--- config.mk ---
export PLATFORM = sky130hd
export DESIGN_NAME = display_scheduler
export DESIGN_NICKNAME = d
export VERILOG_FILES = /design/src/rtl/display_scheduler.sv
export SDC_FILE = /design/constraint.sdc
export NUM_CORES = 1
export LEC_CHECK = 0
export CAP_MARGIN = 20
export CORE_ASPECT_RATIO = 0.8
export CORE_UTILIZATION = 48
export DETAILED_ROUTE_END_ITERATION = 8
export PLACE_DENSITY = 0.83
export SLEW_MARGIN = 30
export SYNTH_ARGS = -nofsm -noshare
export SYNTH_HDL_FRONTEND = slang
export SYNTH_SLANG_ARGS = --single-unit
export TNS_END_PERCENT = 100
--- constraint.sdc ---
create_clock -name clk -period 2.15 [get_ports clk]
set_input_delay 0.215 -clock clk [delete_from_list [all_inputs] [get_ports clk]]
set_output_delay 0.215 -clock clk [all_outputs]
set_load 0.02 [all_outputs]
--- src/rtl/display_scheduler.sv ---
// Round-robin scheduler placing one of three latched RSA result bytes on the two-digit display.
// Optional preemption of the rotation by newly loaded sources: define DISP_PREEMPT_EN.
module display_scheduler #(
  parameter int DWELL_CYCLES = 100_000_000
) (
  input  logic        clk,
  input  logic        rst_n,
  input  logic [2:0]  src_valid,
  input  logic [23:0] src_data,
  output logic [2:0]  src_ack,
  input  logic        clear,
  input  logic        hold,
  output logic [7:0]  disp_value,
  output logic [1:0]  disp_sel,
  output logic        disp_blank,
  output logic [2:0]  led_src
);
  localparam int CW = $clog2(DWELL_CYCLES);
  localparam logic [CW-1:0] LAST = CW'(DWELL_CYCLES - 1);

  typedef enum logic [1:0] {IDLE, SHOW, ADVANCE} state_t;

  state_t          state;
  logic [CW-1:0]   cnt;
  logic [2:0]      loaded;
  logic [2:0][7:0] data;
  logic [2:0]      acc;
  logic [2:0]      pre_mask;
  logic [1:0]      first_idx;
  logic [1:0]      next_idx;
  logic [1:0]      pre_idx;
  logic            preempt;
  logic            restart;

  function automatic logic [1:0] lowest(input logic [2:0] m);
    if (m[0])      return 2'd0;
    else if (m[1]) return 2'd1;
    else           return 2'd2;
  endfunction

  function automatic logic [2:0] onehot(input logic [1:0] s);
    return 3'b001 << s;
  endfunction

  function automatic logic [1:0] wrap_inc(input logic [1:0] s);
    return (s == 2'd2) ? 2'd0 : s + 2'd1;
  endfunction

  // Search order after the current index is cur+1, cur+2 (mod 3), falling back to cur.
  function automatic logic [1:0] after(input logic [1:0] cur, input logic [2:0] m);
    logic [1:0] n1;
    logic [1:0] n2;
    n1 = wrap_inc(cur);
    n2 = wrap_inc(n1);
    if (m[n1])      return n1;
    else if (m[n2]) return n2;
    else            return cur;
  endfunction

  always_comb begin
    acc       = src_valid & {3{~clear}};
    pre_mask  = acc & ~onehot(disp_sel);
    first_idx = lowest(loaded);
    pre_idx   = lowest(pre_mask);
    next_idx  = after(disp_sel, loaded);
  end

`ifdef DISP_PREEMPT_EN
  assign preempt = (state != IDLE) && !hold && (|pre_mask);
  assign restart = (state == SHOW) && !hold && acc[disp_sel];
`else
  assign preempt = 1'b0;
  assign restart = 1'b0;
`endif

  assign disp_value = data[disp_sel];

  always_ff @(posedge clk or negedge rst_n) begin
    if (!rst_n) begin
      state      <= IDLE;
      cnt        <= '0;
      loaded     <= '0;
      data       <= '0;
      src_ack    <= '0;
      disp_sel   <= '0;
      disp_blank <= 1'b1;
      led_src    <= '0;
    end else begin
      src_ack <= acc;
      for (int i = 0; i < 3; i++) begin
        if (acc[i]) data[i] <= src_data[8*i +: 8];
      end
      loaded <= clear ? 3'b000 : (loaded | acc);

      if (clear) begin
        state      <= IDLE;
        cnt        <= '0;
        disp_blank <= 1'b1;
        led_src    <= '0;
      end else if (preempt) begin
        state    <= SHOW;
        cnt      <= '0;
        disp_sel <= pre_idx;
        led_src  <= onehot(pre_idx);
      end else begin
        case (state)
          IDLE: begin
            if (|loaded) begin
              state      <= SHOW;
              cnt        <= '0;
              disp_sel   <= first_idx;
              disp_blank <= 1'b0;
              led_src    <= onehot(first_idx);
            end
          end
          SHOW: begin
            if (restart) begin
              cnt <= '0;
            end else if (!hold) begin
              if (cnt == LAST) begin
                state <= ADVANCE;
                cnt   <= '0;
              end else begin
                cnt <= cnt + 1'b1;
              end
            end
          end
          // Outputs still show the old source here; the switch lands on the way out.
          ADVANCE: begin
            state    <= SHOW;
            disp_sel <= next_idx;
            led_src  <= onehot(next_idx);
          end
          default: state <= IDLE;
        endcase
      end
    end
  end
endmodule

# Yosys cells after proc, flatten, opt, wreduce, memory -nomap -nowiden
# Cells that the tools add are included.
# Widths: inputs -> output; s select.
[word_totals]
reg_bits = 65
input_bits = 31
word_cells = 73
[classes]
add_sub_neg = 3
n_lt_le_gt_ge = 3
n_eq_ne = 9
n_shift = 2
mux = 31
bitwise = 3
n_reduce_logical = 12
[ops]
columns = ["op", "count"]
rows = [
  ["$mux 27", 4],
  ["$pmux 27 s2", 1],
  ["$add 27x1->27 const B", 1],
  ["$eq 27x27->1 const B", 1],
  ["$mux 2", 11],
  ["$bmux 8 s2", 1],
  ["$lt 2x3->1 const B", 3],
  ["$mux 3", 3],
  ["$ne 3x3->1 const B", 3],
  ["$reduce_and 3->1", 3],
  ["$mux 8", 1],
  ["$eq 2x2->1 const B", 3],
  ["$pmux 2 s3", 1],
  ["$pmux 3 s2", 1],
  ["$reduce_bool 2->1", 3],
  ["$reduce_bool 3->1", 2],
  ["$shl 1x2->3 const A", 2],
  ["$mux 1", 5],
  ["$add 2x1->2 const B", 2],
  ["$bmux 1 s2", 2],
  ["$pmux 2 s2", 1],
  ["$reduce_and 2->1", 2],
  ["$and 3x3->3", 1],
  ["$or 3x3->3", 1],
  ["5 further kinds", 5],
]

# Logic depth before layout (Yosys ltp)
# Gate-level depths: netlist (run 1).
[depth]
depth_word = 11
depth_mapped = 8

# Worst setup path before layout (run 1)
# No wires, ideal clock.
[synth_timing]
kind = "flip-flop to flip-flop"
start = "register cnt[0]"
end = "register cnt[26]"
arrival_time_ns = 2.031
required_time_ns = 2.077
path_slack_ns = 0.046
path_stages_with_launch = 8
period_less_slack_ns = 2.104
path_cell_list = "dfrtp_1 -> ha_1 -> nand3_2 -> or4_1 -> buf_2 -> or2_0 -> or3_1 -> a21oi_2"
[synth_between]
elab_chain_cells = 5
[synth_lines]
columns = ["element", "line_no", "source"]
rows = [
  ["from (decl)", "24", "logic [CW-1:0] cnt;"],
  ["from (signal assigned)", "124", "cnt <= cnt + 1'b1;"],
  ["$add 27x1->27 / $eq 27x27->1 (equally long branches)", "124, 120", ""],
  ["$mux 27 (*)", "120", "if (cnt == LAST) begin"],
  ["$mux 27 (*)", "119", "end else if (!hold) begin"],
  ["$pmux 27 s2 (*)", "106", "case (state)"],
  ["$mux 27 (*)", "95", "if (clear) begin"],
]
# Mark *: on every way between the ends. The rest lies on a longest branch, timed or not. The select of a mux whose other input is x is not followed.
# A chain may end at the register's enable or synchronous reset.

# Final worst setup path (run 1)
[layout_timing]
start = "register cnt[9]"
end = "register cnt[25]"
# Same word-level chain as after synthesis.

==> metrics.md, run 1 <==
| Metric | Value |
|---|---|
| Worst path depth | 5 |
| Synth async-reset ratio | 100% |
| Final Total Pwr | 3710 uW |
| Synthesized instance count | 303 |
| Max-cap violations | 0 |
| Port bufs | 47 |
| Synthesis Warnings | 0 |
| Final hold violation count | 0 |
| Reg2reg setup slack | between 0.07 and 0.08 ns |
| Cell-internal power | 2520 uW |
| Reg2reg path depth | 5 |
| Max H-tree Level | 3 |
| Beginning of the critical path | cnt[9]$_DFFE_PN0P_ |
| Fill cells | 455 |
| Layout area overhead | 31.5% |
| Clk pin slew, worst setup/hold paths | 0.08 ns |
| Fin util | 67.5% |
| Diodes inserted | 0 |
| Gpl congestion | 0.849 |
| Clock Path Buffers | 2 |
| Die Wd | 92.3 um |
| Vias in the first global route | around 2,500 |
| Sequential share of the synthesized area | 52.0% |
| Final worst-path cycle share | 96.4% |
| Setup Slack @ Placement | 0.0605 ns |
| CTS Buf Count | 9 |
| DIE AREA | 0.00686 mm2 |
| Sw Pwr | 1190 uW |
| Largest net degree at the start of global routing | 52 |
| Worst Path Max Fanout | 5 |
| Post-DRT Antenna Nets | 0 |
| Share of layout cells above drive strength 1 | 22.0% |
| Register bit count reported by yosys | 65 |
| Detailed Route WL | 7370 um |
| Critical path endpoint | cnt[25]$_DFFE_PN0P_ |
| Critical path class | flop to flop |
| Sink Count | 65 |
| R2r endpoint | cnt[25]$_DFFE_PN0P_ |
| Max VDD drop | 523 uV |
| TritonCTS clock tree | built |
| Worst path max stage delay | 0.54 ns |
| Syn avg cell area | 10.3 um2 |
| Rel. slew slack | 61.1% |
| CP arrival | about 2.3 ns |
| Setup_tns | 0 ns |
| Final min period | 2.07 ns |
| DRC marker count from the first detailed-route iteration | 192 |
| Syn nets | 335 |
| Setup Viol. Count Final | 0 |
| Final Skew | ~0.0082 ns |
| Clk Latency, worst-skew pair | 0.34 ns |
| Hold Path Class | input pin to async pin |
| Crit end category | flop |
| Worst hold margin | between 0.3 and 0.4 ns |
| Root Buffer | clkbuf_8 |
| Library cells used by synthesis | 48 |
| Reg power frac | 40.2% |
| DRC viols | 0 |
| GRT overflow | 0 |
| Synthesized area | ~0.0031 mm2 |
| WP buf/inv | 0 |
| Worst setup SP type | flop |
| Status | finished, final reports clean |
| Total core area | 0.00610 mm2 |
| # rows | 25 |
| Tightest Pin Transition | between 0.5 and 0.6 ns |
| Slew Limit Fails | 0 |
| CP max stage cell | or3_2 |
| LEAKAGE | 0.00170 uW |
| CP cell instances | nand3_1 -> or3_2 -> or2_2 -> or3_1 -> a21oi_1 |
| First-pass GRT wire length | 12,300 um |
| R2r startpoint | cnt[9]$_DFFE_PN0P_ |
| Fin nets | 405 |
| Die Ht | ~74 um |
| Ports | 48 |
| Initial antenna violation count | 0 |
| DR pass1 iterations | 5 |
| Fin worst setup slack | 0.0781 ns |
| Most common cell after layout, fill and taps aside | dfrtp_1 |
| Cell family with the largest share of critical-path delay | simple AND/OR/NAND/NOR gates |
| Commonest cells after routing, fill and taps aside | 62 x dfrtp_1, 38 x nor2_1, 38 x clkdlybuf4s50_1 |
| Via density | 5.42 |
| Starting Density | 51.4% |
| EDFF count, synth | 0 |
| Via Count | 2,490 |
| Combinational share of power | 27.9% |
| Clk pwr share | 31.9% |
| PD cells | 900 mW/mm2 |
| Max Clock Freq | 0.483 GHz |
| CP required | 2.42 ns |
| Wire length per cell after detailed routing | ~16 um |
| RSZ-0062 raised after global routing | no |
| Ys flop type | dfrtp_1 |
| Switch share | 32.1% |
| Final HPWL DP | 5200 um |
| Tot GR Track Use | 23.5% |
flip-flops by register name (all words and copies together) (netlist names):
signal / flops
cnt: 27
data: 24
led_src: 3
loaded: 3
src_ack: 3
disp_sel: 2
state: 2
disp_blank: 1
through the flow:
step | instances | instance area (um2)
floorplan | 303 | 3130
global placement | 440 | 3830
detailed placement | 440 | 3830
CTS | 457 | 4060
global route | 459 | 4120
finish | 459 | 4120
how the worst min path moves through the flow:
stage | end | slack [ns] | depth (start not counted)
floorplan | cnt[0]$_DFFE_PN0P_ | -0.08 | 0
global placement | src_ack[0]$_DFF_PN0_ | 0.14 | 1
detailed placement | data[12]$_DFFE_PN0P_ | 0.14 | 1
CTS | data[12]$_DFFE_PN0P_ | 0.34 | 2
global route | data[12]$_DFFE_PN0P_ | 0.35 | 2
finish | data[12]$_DFFE_PN0P_ | 0.33 | 2
kinds of logic after synthesis:
group	after synthesis	share of synthesized area [%]
muxes	32	11.2
DFF	65	52.0
xor gates and xnor gates	19	5.31
adders and majority gates	1	0.399
buffers and inverters	18	2.36
and+or+nand+nor	134	22.2
AOI/OAI and AO/OA	34	6.59
cell type report:
type | instances | area, um2 | share of cell area, %
well taps | 81 | 101 | 2.46
inverters | 4 | 15.0 | 0.365
clock inverters | 6 | 90.1 | 2.19
flip-flops and latches | 65 | 1630 | 39.6
repair buffers | 73 | 673 | 16.3
multi-input cells | 220 | 1470 | 35.7
clock buffers | 10 | 138 | 3.34
synthesized netlist by cell type (all sizes together) (2+ instances only):
library cell | instances | share of area, %
inv | 4 | 0.48
nor2 | 38 | 4.6
or3 | 4 | 0.84
nor4 | 8 | 1.6
o31ai | 3 | 0.72
dfrtp | 64 | 51
or2 | 3 | 0.60
clkbuf | 7 | 0.84
o21ai | 16 | 2.6
a21oi | 5 | 0.92
and3 | 3 | 0.60
mux2 | 24 | 8.6
nand2 | 25 | 3.0
a31oi | 3 | 0.60
nor3 | 14 | 2.2
or3b | 2 | 0.56
nor2b | 4 | 0.80
buf | 7 | 1.0
or4 | 4 | 1.0
nand3 | 10 | 1.8
mux2i | 8 | 2.6
nand2b | 3 | 0.60
xnor2 | 18 | 5.0
nor3b | 4 | 0.96
nand4 | 6 | 1.4
metal layers:
| metal | vias up | wire length [um] | global-route usage, % |
|---|---|---|---|
| met3 | 11 | 331 | 5.93 |
| met5 | - | 0 | 0 |
| met4 | 0 | 80 | 9.20 |
| met1 | 1192 | 3390 | 31.5 |
| met2 | 79 | 3570 | 37.1 |
| li1 | 1208 | - | - |
worst register-to-register path, delay by kind of cell, from the launching register on:
family | cells | cell delay, ns
flops | 1 | 0.44
simple gates | 4 | 1.41
compound gates | 1 | 0.15
power groups by stage:
stage	registers, uW	clock network (uW)	logic (uW)
detailed placement	1500	0	1060
CTS	1480	1210	1010
floorplan	1470	0	571
global route	1510	1250	1120
global placement	1490	0	1030
finish	1490	1180	1030
what timing repair did:
item	CTS	global route
resized for setup	10	8
endpoints found under the hold margin	14	0
hold buffers	1	0
buffers inserted	0	2
setup endpoints to repair	9	19
pin swaps	0	1
No activity file was read; power rests on OpenSTA's default activity.
==> run 2, diff against run 1 <==
CORE_ASPECT_RATIO = default   (was 0.8)
==> run 2 against run 1 <==
Compared with the run above: the flow now finishes with violations (DRC); sequential share of layout area grew 0.14 points; clock power is 5% higher; clock skew grew 0.0091 ns; critical path depth up 1.
==> metrics.md, run 2 (synthesis gave the netlist of run 1 again) <==
| Metric | Value |
|---|---|
| Status | finished with violations |
| Failing checks | DRC |
| DRC viols | 2 |
| # rows | 29 |
| Total core area | 0.00631 mm2 |
| Ports | 48 |
| Critical path class | flop to flop |
| R2r startpoint | cnt[1]$_DFFE_PN0P_ |
| Clk pin slew, worst setup/hold paths | 0.08 ns |
| Sink Count | 65 |
| Worst hold margin | 0.408 ns |
| Fin nets | 402 |
| Starting Density | 49.6% |
| Root Buffer | clkbuf_8 |
| Largest registers | cnt: 27 flops, data: 24 flops |
| Max Clock Freq | 0.477 GHz |
| R2r endpoint | cnt[26]$_DFFE_PN0P_ |
| Worst Path Max Fanout | 4 |
| Clock Path Buffers | 2 |
| Number of flip-flops under the largest register name | 27 |
| Beginning of the critical path | cnt[1]$_DFFE_PN0P_ |
| Final min period | 2.10 ns |
| Post-DRT Antenna Nets | 0 |
| PD cells | ~900 mW/mm2 |
| Reg2reg path depth | 6 |
| Max VDD drop | 631 uV |
| Initial antenna violation count | 0 |
| Reg2reg setup slack | 0.05 ns |
| Largest Register | cnt |
| Rel. slew slack | roughly three fifths |
| Via Count | 2,503 |
| Setup repair bufs after CTS | 0 |
| Final Total Pwr | roughly 3800 uW |
| Setup Viol. Count Final | 0 |
| Max H-tree Level | 3 |
| Clk Latency, worst-skew pair | about 0.34 ns |
| Port bufs | 47 |
| Final Skew | about 0.017 ns |
| Vias in the first global route | 2,424 |
| Wire length per cell after detailed routing | roughly 16 um |
| Crit end category | flop |
| Critical path endpoint | cnt[26]$_DFFE_PN0P_ |
| Detailed Route WL | about 7000 um |
| Final hold violation count | 0 |
| Die Wd | slightly above 80 um |
| Commonest cells after routing, fill and taps aside | 59 x dfrtp_1, 38 x nor2_1, 38 x clkdlybuf4s50_1 |
| First-pass GRT wire length | roughly 11,000 um |
| CP arrival | 2.37 ns |
| Worst setup SP type | flop |
| Layout area overhead | 31.3% |
| Tightest Pin Transition | 0.600 ns |
| DIE AREA | 0.00685 mm2 |
| Final worst-path cycle share | 97.5% |
| Slew Limit Fails | 0 |
| Tot GR Track Use | 22.1% |
| Fin util | 65.2% |
| Gpl congestion | 0.809 |
| GRT overflow | 0 |
| DRC marker count from the first detailed-route iteration | 132 |
| Diodes inserted | 0 |
| Most common cell after layout, fill and taps aside | dfrtp_1 |
| Share of layout cells above drive strength 1 | around a fifth |
| DR pass1 iterations | 6 |
| Via density | around 5.5 |
| CP required | 2.42 ns |
| Die Ht | between 80 and 90 um |
| Final HPWL DP | 4920 um |
| Largest net degree at the start of global routing | 41 |
| LEAKAGE | between 0.0015 and 0.002 uW |
| CTS Buf Count | 9 |
| TritonCTS clock tree | built |
| Hold Path Class | input pin to async pin |
| Max-cap violations | 0 |
[run 2: report_power, final]
group | total [uW] | internal (uW) | leakage, uW | switching (uW)
logic | 1040 | 511 | 0.000803 | 533
clock network | 1240 | 772 | 0.000118 | 466
registers | 1480 | 1350 | 0.000827 | 130
[run 2: metal layers]
layer  vias to the layer above  GRT usage [%]  routed length, um
li1                       1206              -                  -
met1                      1215           27.7               3120
met2                        71           37.4               3390
met3                        11           4.48                409
met4                         0           8.79                107
met5                         -              0                  0
[run 2: how the worst min path moves through the flow]
stage / endpoint / cells past startpoint / slack (ns) / start
after floorplan: cnt[0]$_DFFE_PN0P_ / 0 / -0.08 / rst_n
after global placement: data[17]$_DFFE_PN0P_ / 1 / 0.25 / rst_n
after detailed placement: data[17]$_DFFE_PN0P_ / 1 / 0.26 / rst_n
after CTS: data[17]$_DFFE_PN0P_ / 2 / 0.42 / rst_n
after global routing: led_src[0]$_DFFE_PN0P_ / 2 / 0.48 / rst_n
final: data[17]$_DFFE_PN0P_ / 2 / 0.41 / rst_n
[run 2: worst max-delay path: stages (launching register included)]
cell and delay, ns:
dfrtp_1 0.43, ha_1 0.26, nand3_2 0.09, or4_1 0.54, or2_0 0.22, or3_1 0.36, a21oi_2 0.13
[run 2: final cells by class]
| class | instances | area [um2] |
|---|---|---|
| timing repair buffer | 70 | 666 |
| clock buffer | 11 | 131 |
| fill | 478 | 2200 |
| inverter | 4 | 15.0 |
| clock inverter | 5 | 104 |
| multi-input combinational | 220 | 1470 |
| sequential | 65 | 1630 |
| tap | 77 | 96.3 |
[run 2: through the flow]
step           std cells  TNS (ns)  area [um2]  setup slack, ns
2_1_floorplan        303         0        3130           0.0459
3_3_place_gp         435         0        3820            0.138
3_5_place_dp         435         0        3820           0.0263
4_1_cts              452         0        4060          0.00343
5_1_grt              452   -0.0125        4110          -0.0125
6_report             452         0        4110           0.0528
[run 2: timing repair]
item / 4_1_cts / 5_1_grt
gates resized for setup: 3 / 15
endpoints found under the hold margin: 24 / 0
gates cloned: 0 / 0
pin swaps: 0 / 0
endpoints found under the setup margin: 8 / 27
hold buffers: 1 / 0
==> run 3, diff against run 2 <==
CORE_MARGIN = 2   (was default)
CORE_UTILIZATION = 40   (was 48)
PLACE_DENSITY = 0.73   (was 0.83)
==> run 3 against run 2 <==
Compared with the run above: the run now ends clean; sequential power barely moved; worst setup slack improved by 0.045 ns; sequential share of layout area shrank 1.0 points; combinational power increased by 12%; via count rose by 0.44%; final area rose by 2.7%; worst hold slack improved by 0.012 ns; register-to-register slack better by 0.06 ns; flip-flop and latch count unchanged; clock skew fell by 0.0063 ns.
==> metrics.md, run 3 (synthesis gave the netlist of run 1 again) <==
| Metric | Value |
|---|---|
| Largest Register | cnt |
| Clk Latency, worst-skew pair | approximately 0.34 ns |
| Via density | 5.18 |
| Die Wd | 92.5 um |
| Starting Density | 41.0% |
| Crit end category | output port |
| DRC marker count from the first detailed-route iteration | 102 |
| Largest registers | cnt: 27 flops, data: 24 flops |
| DRC viols | 0 |
| Worst path max stage delay | 0.62 ns |
| Slew Limit Fails | 0 |
| Die Ht | 92.5 um |
| LEAKAGE | 0.00173 uW |
| Post-DRT Antenna Nets | 0 |
| Number of flip-flops under the largest register name | 27 |
| Largest net degree at the start of global routing | 29 |
| Max VDD drop | 356 uV |
| Wire length per cell after detailed routing | 14.5 um |
| CP cell instances | buf_12 -> mux2i_1 -> o21ai_0 -> clkdlybuf4s50_1 |
| TritonCTS clock tree | built |
| Worst hold margin | 0.421 ns |
| DIE AREA | around 0.0086 mm2 |
| Final hold violation count | 0 |
| Clk pin slew, worst setup/hold paths | 0.08 ns |
| CP required | 1.93 ns |
| First-pass GRT wire length | 12,000 um |
| Vias in the first global route | 2,524 |
| # rows | 32 |
| Max H-tree Level | 3 |
| Critical path class | flop to output port |
| DR pass1 iterations | 5 |
| Fin area | 0.00423 mm2 |
| Cell family with the largest share of critical-path delay | buffers and inverters |
| Tightest Pin Transition | 0.647 ns |
| CP max stage cell | clkdlybuf4s50_1 |
| PD cells | 922 mW/mm2 |
| Initial antenna violation count | 0 |
| Sink Count | 65 |
| Worst setup SP type | flop |
| Worst Path Max Fanout | 6 |
| Tot GR Track Use | 17.5% |
| Final Skew | 0.0110 ns |
| GRT overflow | 0 |
| Detailed Route WL | 7020 um |
| Setup Slack @ Placement | 0.0695 ns |
| Gpl congestion | 0.849 |
| Final min period | roughly 2.1 ns |
| Fin nets | 410 |
| Most common cell after layout, fill and taps aside | dfrtp_1 |
| Total core area | 0.00765 mm2 |
| Root Buffer | clkbuf_8 |
| Setup Viol. Count Final | 0 |
| CTS Buf Count | 9 |
| Ports | 48 |
| Clock Path Buffers | 2 |
| Fin worst setup slack | 0.0978 ns |
| Rel. slew slack | 56.5% |
| Port bufs | 47 |
| Status | finished, final reports clean |
| Max Clock Freq | 0.487 GHz |
| DP Area | 0.00387 mm2 |
| Reg2reg setup slack | between 0.1 and 0.15 ns |
| Via Count | 2,514 |
| Commonest cells after routing, fill and taps aside | 58 x dfrtp_1, 42 x clkdlybuf4s50_1, 37 x nor2_1 |
| Hold Path Class | input pin to async pin |
| WP buf/inv | 2 |
| Final worst-path cycle share | 95.4% |
| Share of layout cells above drive strength 1 | 24.0% |
| Max-cap violations | 0 |
| Final HPWL DP | 4990 um |
| Layout area overhead | 34.9% |
| Setup_tns | 0 ns |
| CP arrival | 1.84 ns |
| Diodes inserted | 0 |
run 3: path summary, 6_finish.rpt:
path	startpoint	cells after the start	endpoint
max in group asynchronous	rst_n	3	cnt[4]$_DFFE_PN0P_
max reg2reg	cnt[12]$_DFFE_PN0P_	5	state[0]$_DFFE_PN0P_
min reg2reg	led_src[2]$_DFFE_PN0P_	1	led_src[2]$_DFFE_PN0P_
min in group clk	src_valid[1]	3	loaded[1]$_DFF_PN0_
max	disp_sel[0]$_DFFE_PN0P_	4	disp_value[0]
min	rst_n	2	data[10]$_DFFE_PN0P_
run 3: where the power goes:
group	total [uW]	internal (uW)	leakage (uW)	switching (uW)
combinational	1160	589	0.000781	571
sequential	1450	1350	0.000825	101
clock	1290	806	0.000123	483
run 3: final cells by class:
cell class / instances / area, um2
Timing Repair Buffer: 78 / 719
Clock inverter: 6 / 115
Inverter: 4 / 15.0
Fill cell: 664 / 3420
Multi-Input combinational cell: 220 / 1480
Sequential cell: 65 / 1640
Tap cell: 102 / 128
Clock buffer: 10 / 138
run 3: metal layers:
layer  track usage (%)  up-vias  share of wire [%]
li1                  -     1214                  -
met1              23.8     1214                 47
met2              28.3       73                 47
met3              3.42       13                4.9
met4              5.72        0                1.5
met5                 0        -                  0
run 3: worst register-to-register path: cells and delay by family (launching register included):
family	cells	cell delay [ns]
and+or+nand+nor	2	0.89
AOI/OAI and AO/OA	2	0.44
buffers and inverters	1	0.17
DFF	1	0.43
run 3: repair_timing:
action                     in CTS  in global routing
resized for setup               3                 15
hold buffers                    1                  0
setup buffers                   3                  0
pin swaps                       0                  1
hold endpoints to repair       25                  0
setup endpoints to repair       8                 28
run 3: stage by stage:
| stage | util, % | power [uW] | cells |
|---|---|---|---|
| global route | 55.3 | 4080 | 485 |
| CTS | 54.5 | 3900 | 485 |
| global placement | 50.7 | 2530 | 465 |
| floorplan | - | 2040 | 303 |
| finish | 55.3 | 3900 | 485 |
| detailed placement | 50.7 | 2560 | 465 |
